$ cat src/rtl/mux4_rr_arbiter.sv
// Round-robin arbiter sharing one 4:1 data mux among four requesters.
// Grants one lane at a time, registers the selected lane, and revokes over-long grants.
module mux4_rr_arbiter #(
  parameter int DATA_W   = 1,
  parameter int MAX_HOLD = 8
) (
  input  logic                  clk,
  input  logic                  rst,
  input  logic [3:0]            req,
  input  logic [3:0]            done,
  input  logic [4*DATA_W-1:0]   in_data,
  output logic [3:0]            gnt,
  output logic [1:0]            sel,
  output logic                  valid,
  output logic [DATA_W-1:0]     out_data,
  output logic                  timeout
);

  typedef enum logic {IDLE, GRANT} state_t;

  localparam logic [7:0] HOLD_LAST = 8'(MAX_HOLD - 1);

  state_t            state, state_nxt;
  logic [1:0]        ptr, ptr_nxt;
  logic [7:0]        hold_cnt, hold_nxt;
  logic [3:0]        gnt_nxt;
  logic [1:0]        sel_nxt;
  logic              valid_nxt, to_nxt;
  logic [1:0]        win;
  logic              win_vld;
  logic              at_lim;
  logic [DATA_W-1:0] lane [4];

  for (genvar i = 0; i < 4; i++) begin : g_lane
    assign lane[i] = in_data[i*DATA_W +: DATA_W];
  end

  // Scan from ptr downward in reverse so the last hit is the first lane at or after ptr.
  always_comb begin
    win     = ptr;
    win_vld = 1'b0;
    for (int k = 3; k >= 0; k--) begin
      if (req[ptr + 2'(k)]) begin
        win     = ptr + 2'(k);
        win_vld = 1'b1;
      end
    end
  end

  assign at_lim = (hold_cnt == HOLD_LAST);

  always_comb begin
    state_nxt = state;
    ptr_nxt   = ptr;
    hold_nxt  = hold_cnt;
    gnt_nxt   = gnt;
    sel_nxt   = sel;
    valid_nxt = valid;
    to_nxt    = 1'b0;
    case (state)
      IDLE: begin
        if (win_vld) begin
          state_nxt = GRANT;
          gnt_nxt   = 4'b0001 << win;
          sel_nxt   = win;
          valid_nxt = 1'b1;
          hold_nxt  = 8'd0;
          ptr_nxt   = win + 2'd1;
        end
      end
      GRANT: begin
        if (!req[sel] || done[sel] || at_lim) begin
          state_nxt = IDLE;
          gnt_nxt   = 4'b0000;
          valid_nxt = 1'b0;
          hold_nxt  = 8'd0;
          // Only a pure limit expiry counts as a revocation.
          to_nxt    = at_lim && req[sel] && !done[sel];
        end else begin
          hold_nxt  = hold_cnt + 8'd1;
        end
      end
      default: state_nxt = IDLE;
    endcase
  end

  always_ff @(posedge clk or posedge rst) begin
    if (rst) begin
      state    <= IDLE;
      ptr      <= 2'd0;
      hold_cnt <= 8'd0;
      gnt      <= 4'b0000;
      sel      <= 2'd0;
      valid    <= 1'b0;
      timeout  <= 1'b0;
      out_data <= '0;
    end else begin
      state    <= state_nxt;
      ptr      <= ptr_nxt;
      hold_cnt <= hold_nxt;
      gnt      <= gnt_nxt;
      sel      <= sel_nxt;
      valid    <= valid_nxt;
      timeout  <= to_nxt;
      out_data <= valid ? lane[sel] : '0;
    end
  end

endmodule

$ cat config.mk
export PLATFORM = sky130hd
export DESIGN_NAME = mux4_rr_arbiter
export DESIGN_NICKNAME = d
export VERILOG_FILES = /design/src/rtl/mux4_rr_arbiter.sv
export SDC_FILE = /design/constraint.sdc
export NUM_CORES = 1
export LEC_CHECK = 0
export CAP_MARGIN = 15
export CELL_PAD_IN_SITES_DETAIL_PLACEMENT = 1
export CELL_PAD_IN_SITES_GLOBAL_PLACEMENT = 2
export CORE_MARGIN = 4
export CORE_UTILIZATION = 30
export CTS_CLUSTER_DIAMETER = 50
export DETAILED_ROUTE_END_ITERATION = 8
export GPL_TIMING_DRIVEN = 0
export PLACE_DENSITY_LB_ADDON = 0.1
export SYNTH_ARGS = -nofsm -noshare
export SYNTH_HDL_FRONTEND = slang
export SYNTH_SLANG_ARGS = --single-unit
$ cat constraint.sdc
create_clock -name clk -period 2.5 [get_ports clk]
set_input_delay 0.5 -clock clk [delete_from_list [all_inputs] [get_ports clk]]
set_output_delay 0.5 -clock clk [all_outputs]
set_load 0.02 [all_outputs]
# ---- Word level (Yosys, flattened, before mapping)
# Cells that the tools add are included.
dict set report word_totals {
  reg_bits 20
  inputBits 14
  output_inout_bits 9
  wordCells 71
}
dict set report op_classes {
  add_sub_neg 5
  n_lt_le_gt_ge 6
  eq_ne 3
  shift 1
  muxes 38
  bitwise 2
  n_reduce_logical 8
}
# operator count
set op_table {}
lappend op_table {{1-bit 2-to-1 mux} 19}
lappend op_table {{8-bit 2-to-1 mux} 2}
lappend op_table {{8-bit one-hot mux with 2 select lines} 1}
lappend op_table {{2-bit by 3-bit less-than comparator with 1-bit output (second input constant)} 5}
lappend op_table {{1-bit binary-select mux with 2-bit select} 7}
lappend op_table {{8-bit by 1-bit adder with 8-bit output (second input constant)} 1}
lappend op_table {{8-bit by 3-bit == test with 1-bit output (second input constant)} 1}
lappend op_table {{2-bit 2-to-1 mux} 4}
lappend op_table {{4-bit 2-to-1 mux} 2}
lappend op_table {{4-bit one-hot mux with 2 select lines} 1}
lappend op_table {{2-bit by 1-bit adder with 2-bit output (second input constant)} 2}
lappend op_table {{2-bit adder (second input constant)} 2}
lappend op_table {{1-bit one-hot mux with 2 select lines} 2}
lappend op_table {{2-bit AND reduction} 2}
lappend op_table {{1-bit by 2-bit left shift with 4-bit output (first input constant)} 1}
lappend op_table {{3-bit greater-or-equal comparator (second input constant)} 1}
lappend op_table {{2-bit inverter with 3-bit output} 1}
lappend op_table {{1-bit logical AND} 2}
lappend op_table {{1-bit zero test} 2}
lappend op_table {{1-bit logical OR} 2}
lappend op_table {{2-bit by 1-bit != test with 1-bit output (second input constant)} 1}
lappend op_table {{2-bit != test (second input constant)} 1}
lappend op_table {{1-bit inverter} 1}

# ---- Longest topological paths before layout
# Gate-level depths: netlist (run 1).
dict set report logic_depth {
  word_depth 10
  ltp_mapped 7
  ltp_nobuf 6
}

# ---- Worst setup path before layout (run 1)
# OpenSTA, ideal clock, no wires.
dict set report synth_path {
  kind {register to register}
  startpoint {register hold_cnt[3]}
  endpoint {register hold_cnt[4]}
  setup_time_ps 124
  arrival_time_ps 1677
  t_required_ps 2376
  path_slack_ps 699
  path_stages_with_launch 7
  path_buffers 1
  synth_period_minus_slack_ps 1801
  cell_sequence {dfrtp_1 > or4_1 > or3_1 > nand3_2 > buf_6 > nor2_1 > a211o_1}
}
dict set report synth_between {
  elab_chain_cells 4
  word_cells_on_any_way 5
  cone_classes {add/sub: 1; eq/ne: 1; mux: 2; reduce/logical: 1}
}
# item line
set synth_rtl {}
lappend synth_rtl {{from (decl)} 25} ;# logic [7:0] hold_cnt, hold_nxt;
lappend synth_rtl {{from (signal assigned)} 100} ;# hold_cnt <= hold_nxt;
lappend synth_rtl {{branches (longest 2 deep; another with 8-bit by 1-bit adder with 8-bit output)} --}
lappend synth_rtl {{8-bit 2-to-1 mux (*)} 72} ;# if (!req[sel] || done[sel] || at_lim) begin
lappend synth_rtl {{8-bit one-hot mux with 2 select lines (*)} 60} ;# case (state)
# Every way passes the cells marked *.
# A chain may end at the register's enable or synchronous reset.

# ---- Worst setup path after layout (run 1)
dict set report layout_path {
  startpoint {input req[2]}
  endpoint {register gnt[3]}
}
dict set report layout_between {
  elab_chain_cells 9
  word_cells_on_any_way 27
  cone_classes {eq/ne: 2; shift: 1; mux: 20; reduce/logical: 4}
}
# item line
set layout_rtl {}
lappend layout_rtl {{from (decl)} 9} ;# input logic [3:0] req,
lappend layout_rtl {{1-bit binary-select mux with 2-bit select} 43} ;# if (req[ptr + 2'(k)]) begin
lappend layout_rtl {{1-bit 2-to-1 mux (not written as such)} 43}
lappend layout_rtl {{2-bit 2-to-1 mux (4 in series)} 43}
lappend layout_rtl {{1-bit by 2-bit left shift with 4-bit output} 64} ;# gnt_nxt = 4'b0001 << win;
lappend layout_rtl {{4-bit 2-to-1 mux} 62} ;# if (win_vld) begin
lappend layout_rtl {{4-bit one-hot mux with 2 select lines} 60}
lappend layout_rtl {{to (signal assigned)} 101} ;# gnt <= gnt_nxt;
lappend layout_rtl {{to (decl)} 12} ;# output logic [3:0] gnt,
# Several ways; a longest one is shown, not always the timed one. The select of a mux whose other input is x is not followed.

==> qor.txt, run 1 <==
pin count of the biggest net entering global routing: 21
fmax: 460 MHz
PD cells: 974 mW/mm^2
Clock transition at path regs: 0.11 ns
Flop pwr share: 0.388
Top FF cell, synth: dfrtp_1
clock latency on the worst-skew pair: 0.30 ns
Cell Area, Placed: 0.00133 sq mm
wire per inst: 14.8 um
die width: 67.3 um
# clock sinks: 20
Setup CP Type: input port to register
final hold violation count: 0
final net count: 151
critical path peak fanout: 6
share of layout cells above drive strength 1: 0.0741
net switching share of the total power: 0.394
TritonCTS Buffers: 3
Worst Hold Class: register to register
# rows: 21
Max Cap Viol: 0
count of cell types in the netlist: 35
Leak: 0.618 nW
Die Height: 67.3 um
arrival time worst endpoint: 2.42 ns
io pins: 23
Final WS setup: 0.327 ns
yosys warns: 0
final instance area: 0.00137 sq mm
GRT Total Usage: 0.136
syn nets: 124
maximum VDD drop: 0.000472 V
Cells after Synth: 109
sequential fraction of the synthesis area: 0.475
Mapped Area: 0.00105 sq mm
Setup Fix Bufs, Post-CTS: 0
DIE AREA: 0.00452 sq mm
Clock power frac: 0.143
initial core utilization: 0.313
router iterations before antenna repair: 4
Final Cycle Share: 0.869
status: finished clean
Synth area leader: dfrtp_1
top cells by area, synth: dfrtp_1 (48%), nand2_1 (4.6%), o21ai_0 (4.3%)
Max Clock Skew: 0.00701 ns
H-tree lvl count: 1
area growth from synthesis to layout: 29.8%
Post-CTS Hold Buffers: 0
pre-CTS WS: -0.0140 ns
fin crit period: 2.17 ns
Sw Pwr: 0.000524 W
Post-route DRC: 0
worst slew pin tran: 0.843 ns
Setup crit start kind: input port
number of global-route vias before repair: 971
Internal: 0.000807 W
Max-slew headroom: 0.430
port buffer count: 22
number of antenna violations at the first check in global routing: 0
GR Overflow Total: 0
crit end category: register
Fin Setup TNS: 0 ns
core area: 0.00336 sq mm
Final setup viols: 0
Routed WL: 2670 um
Routability Congestion: 0.784
#FFs+latches synth: 20
Combinational Power Share: 0.469
top-area cell type share of the netlist area: 0.475
detailed-route via count: 913
Crit path required time: 2.75 ns
Post-synth EDFFs: 0
post-DP HPWL: 2100 um
first-pass GRT wire length: 4600 um
unrepaired setup endpoints after global routing: false
diode count: 0
syn avg cell area: 9.67 sq um
cts repair resizes: 0
FFs w/ async S/R, synth: 1.00
fin. max-slew vios: 0
CTS max path bufs: 2
CTS Root Cell: clkbuf_4
CTS tree: yes
Via density: 5.04
Final ANT Viol Nets: 0
initial drt markers: 37
-- worst max-delay path: stages --
cell	delay, ns
clkdlybuf4s50_1	0.50
nor2b_1	0.20
o21ai_0	0.22
nor4b_1	0.72
a22o_1	0.26
-- per-layer routing --
layer	vias to the layer above	global-route usage	wire length [um]
met4	0	0.0532	42
met1	442	0.176	1290
met3	5	0.0383	174
met2	24	0.213	1170
met5	-	0	0
li1	442	-	-
-- cell usage after synthesis, types with 2 or more instances --
cell / count
dfrtp_1: 20
nand2_1: 13
o21ai_0: 9
nor2_1: 8
a21o_1: 5
inv_1: 5
nor2b_1: 5
a21oi_1: 4
nand2b_1: 4
nor3b_1: 4
and3_1: 3
or3_1: 3
a22o_1: 2
a32o_1: 2
nand3_1: 2
-- through the flow --
stage / power (W) / hold WS [ns] / std cells / utilization
after detailed placement: 0.00116 / 0.490 / 177 / 0.396
after global routing: 0.00144 / 0.536 / 181 / 0.407
after CTS: 0.00136 / 0.522 / 181 / 0.407
after global placement: 0.00114 / 0.486 / 177 / 0.396
final: 0.00133 / 0.515 / 181 / 0.407
after floorplan: 0.000900 / 0.464 / 109 / -
-- worst paths after layout --
path	from	slack, ns	end	cells after the start
worst max-delay path	req[2]	0.33	gnt[3]	5
worst max register to register	hold_cnt[3]	0.55	gnt[0]	6
min in group asynchronous	rst	0.62	hold_cnt[0]	2
max in group asynchronous	rst	1.39	ptr[0]	2
worst min-delay path	gnt[2]	0.52	gnt[2]	1
worst min register to register	gnt[2]	0.52	gnt[2]	1
-- layout by cell type (no fill, tap or decap), types with 2 or more instances in the layout --
| master | netlist | final |
|---|---|---|
| clkdlybuf4s50_1 | 0 | 22 |
| dfrtp_1 | 20 | 20 |
| nand2_1 | 13 | 13 |
| o21ai_0 | 9 | 9 |
| nor2_1 | 8 | 8 |
| nor2b_1 | 5 | 5 |
| inv_1 | 5 | 5 |
| a21o_1 | 5 | 5 |
| a21oi_1 | 4 | 4 |
| nand2b_1 | 4 | 4 |
| nor3b_1 | 4 | 4 |
| or3_1 | 3 | 3 |
| and3_1 | 3 | 3 |
| clkbuf_4 | 0 | 3 |
| nand3_1 | 2 | 2 |
| a22o_1 | 2 | 2 |
| a32o_1 | 2 | 2 |
-- cells by family after synthesis --
family	count (synthesis)	synth area share
AOI/OAI and AO/OA	28	0.182
xor gates and xnor gates	1	0.00832
adders and majority gates	1	0.0119
buffers and inverters	7	0.0321
DFF	20	0.475
muxes	2	0.0309
and+or+nand+nor	50	0.260
-- power by group through the flow --
stage | clock [W] | sequential (W) | combinational [W]
final | 0.000190 | 0.000517 | 0.000625
after global placement | 0 | 0.000515 | 0.000621
after CTS | 0.000203 | 0.000519 | 0.000638
after detailed placement | 0 | 0.000525 | 0.000635
after floorplan | 0 | 0.000573 | 0.000328
after global routing | 0.000212 | 0.000536 | 0.000695
-- area by class of cell --
class                           instances  area (sq um)
Timing Repair Buffer                   22           220
Tap cell                               46          57.6
Multi-Input combinational cell         82           519
Buffer                                  2          15.0
Clock buffer                            4          36.3
Sequential cell                        20           500
Fill cell                             412          2000
Inverter                                5          18.8
-- flip-flops by register name (all words and copies together), names as in the netlist --
signal    flops
out_data      1
gnt           4
sel           2
ptr           2
timeout       1
hold_cnt      8
state         1
valid         1
Power figures use the tool's default switching activity.
==> run 2: changes to the inputs <==
--- a/config.mk
+++ b/config.mk
@@ -8,9 +8,9 @@
 export CAP_MARGIN = 15
 export CELL_PAD_IN_SITES_DETAIL_PLACEMENT = 1
 export CELL_PAD_IN_SITES_GLOBAL_PLACEMENT = 2
-export CORE_MARGIN = 4
+export CORE_MARGIN = 2
 export CORE_UTILIZATION = 30
-export CTS_CLUSTER_DIAMETER = 50
+export CTS_CLUSTER_DIAMETER = 40
 export DETAILED_ROUTE_END_ITERATION = 8
 export GPL_TIMING_DRIVEN = 0
 export PLACE_DENSITY_LB_ADDON = 0.1
==> run 2 against run 1 <==
Effect of this change: combinational power hardly changed; critical path depth is the same; sequential cell count stayed put; via count is 4.2% lower; critical path type unchanged; fmax decreased by 1.1%; die area decreased by 12%; global-route usage is 1.4 points higher; routed wire length fell by 0.93%; clock skew is 0.0018 ns higher.
==> qor.txt, run 2 (synthesized netlist as in run 1, its figures left out) <==
io pins: 23 (unchanged)
critical path peak fanout: 6 (unchanged)
Post-Place Cells: 177 (unchanged)
Via density: 4.83 (-4.2%)
crit end category: register
port buffer count: 22 (unchanged)
GRT Total Usage: 0.150 (+0.0141)
wire per inst: 14.6 um (-0.93%)
WP buf/inv: 1 (unchanged)
most common cell after layout, fill and taps aside: clkdlybuf4s50_1
layout filler cell count: 410 (-0.49%)
R2R depth: 6 (unchanged)
maximum VDD drop: 0.000444 V (-5.9%)
area growth from synthesis to layout: 29.8% (unchanged)
Final ANT Viol Nets: 0 (unchanged)
pin count of the biggest net entering global routing: 21 (unchanged)
final net count: 151 (unchanged)
# clock sinks: 20 (unchanged)
detailed-route via count: 875 (-4.2%)
PD cells: 982 mW/mm^2 (+0.79%)
commonest non-fill, non-tap cells in the layout: clkdlybuf4s50_1 (22), dfrtp_1 (20), nand2_1 (13)
arrival time worst endpoint: 2.45 ns (+0.03 ns)
post-DP HPWL: 2010 um (-4.2%)
router iterations before antenna repair: 2 (-2)
Die Height: 63.3 um (-5.9%)
GR Overflow Total: 0 (unchanged)
initial core utilization: 0.313 (unchanged)
status: finished clean
WHS Path Cells: 1 (unchanged)
Reg with most FFs: hold_cnt
cts repair resizes: 0 (unchanged)
core area: 0.00336 sq mm (unchanged)
first-pass GRT wire length: 4700 um (+2.2%)
TritonCTS Buffers: 3 (unchanged)
number of cells on the critical path: 5 (unchanged)
clock latency on the worst-skew pair: 0.31 ns (about the same)
initial drt markers: 38 (+2.7%)
DIE AREA: 0.00400 sq mm (-12%)
critical path's top delay family: simple AND/OR/NAND/NOR gates
Largest stage delay, worst path: 0.74 ns (+0.02 ns)
number of antenna violations at the first check in global routing: 0 (unchanged)
CTS tree: yes
diode count: 0 (unchanged)
Routed WL: 2650 um (-0.93%)
Post-route DRC: 0 (unchanged)
Routability Congestion: 0.671 (-14%)
CP Cell Sequence: clkdlybuf4s50_1 -> nor2b_1 -> o21ai_0 -> nor4b_1 -> a22o_1
Leak: 0.618 nW (unchanged)
Setup Fix Bufs, Post-CTS: 0 (unchanged)
non-filler cells, final: 181 (unchanged)
r2r startpoint: hold_cnt[4]
share of layout cells above drive strength 1: 0.0741 (unchanged)
Post-CTS Hold Buffers: 0 (unchanged)
CTS max path bufs: 2 (unchanged)
Max Cap Viol: 0 (unchanged)
worst slew pin tran: 0.861 ns (+0.0174 ns)
unrepaired setup endpoints after global routing: false
CP Launch Point: req[2]
Final Cycle Share: 0.879 (+0.0100)
Crit-path slowest cell: nor4b_1
fin crit period: 2.20 ns (+0.0251 ns)
Max-slew headroom: 0.418 (-0.0118)
Setup CP Type: input port to register
Max Clock Skew: 0.00885 ns (+0.00184 ns)
Crit path required time: 2.75 ns (about the same)
Top Registers: hold_cnt: 8 flops, gnt: 4 flops
number of global-route vias before repair: 951 (-2.1%)
Clock transition at path regs: 0.11 ns (about the same)
Final setup viols: 0 (unchanged)
Hold Crit Start: gnt[2]
H-tree lvl count: 1 (unchanged)
fin. max-slew vios: 0 (unchanged)
Fin Setup TNS: 0 ns (unchanged)
CTS Root Cell: clkbuf_4
# rows: 21 (unchanged)
final hold violation count: 0 (unchanged)
fmax: 455 MHz (-1.1%)
die width: 63.3 um (-5.9%)
Worst Hold Class: register to register
pre-CTS WS: -0.0329 ns (-0.0189 ns)
Final WS setup: 0.302 ns (-0.0251 ns)
Setup crit start kind: input port
max reg flops: 8 (unchanged)
## run 2: cell counts in the layout (fill, tap and decap cells not counted)
Identical to the previous run, type by type.
## run 2: power by group
part | switching [W] | total (W) | internal [W]
sequential | 0.000101 | 0.000519 | 0.000419
combinational | 0.000325 | 0.000624 | 0.000300
clock | 0.000109 | 0.000198 | 0.0000890
total | 0.000535 | 0.00134 | 0.000807
## run 2: path summary, 6_finish.rpt
| kind | endpoint | slack (ns) |
|---|---|---|
| worst min-delay path | gnt[2] | 0.52 |
| worst max register to register | gnt[0] | 0.57 |
| min in group asynchronous | out_data | 0.61 |
| worst min register to register | gnt[2] | 0.52 |
| worst max-delay path | gnt[3] | 0.30 |
| max in group asynchronous | gnt[3] | 1.40 |
## run 2: area by class of cell
class | instances | area (sq um) | share of cell area
buffer | 2 | 15.0 | 0.0110
clock buffer | 4 | 36.3 | 0.0265
inverter | 5 | 18.8 | 0.0137
multi-input combinational | 82 | 519 | 0.380
sequential | 20 | 500 | 0.366
tap | 46 | 57.6 | 0.0421
timing repair buffer | 22 | 220 | 0.161
## run 2: routing by layer
layer	GRT usage	vias to the layer above	wire, um
li1	-	439	-
met1	0.221	407	1390
met2	0.213	24	1080
met3	0.0339	5	140
met4	0.0571	0	43
met5	0	-	0
## run 2: per-stage QoR
| step | util | instance area, sq um | hold slack (ns) | power (W) |
|---|---|---|---|---|
| after detailed placement | 0.396 | 1330 | 0.489 | 0.00116 |
| after CTS | 0.407 | 1370 | 0.522 | 0.00136 |
| after global routing | 0.407 | 1370 | 0.549 | 0.00145 |
| after floorplan | - | 1050 | 0.464 | 0.000900 |
| after global placement | 0.396 | 1330 | 0.486 | 0.00113 |
| final | 0.407 | 1370 | 0.518 | 0.00134 |
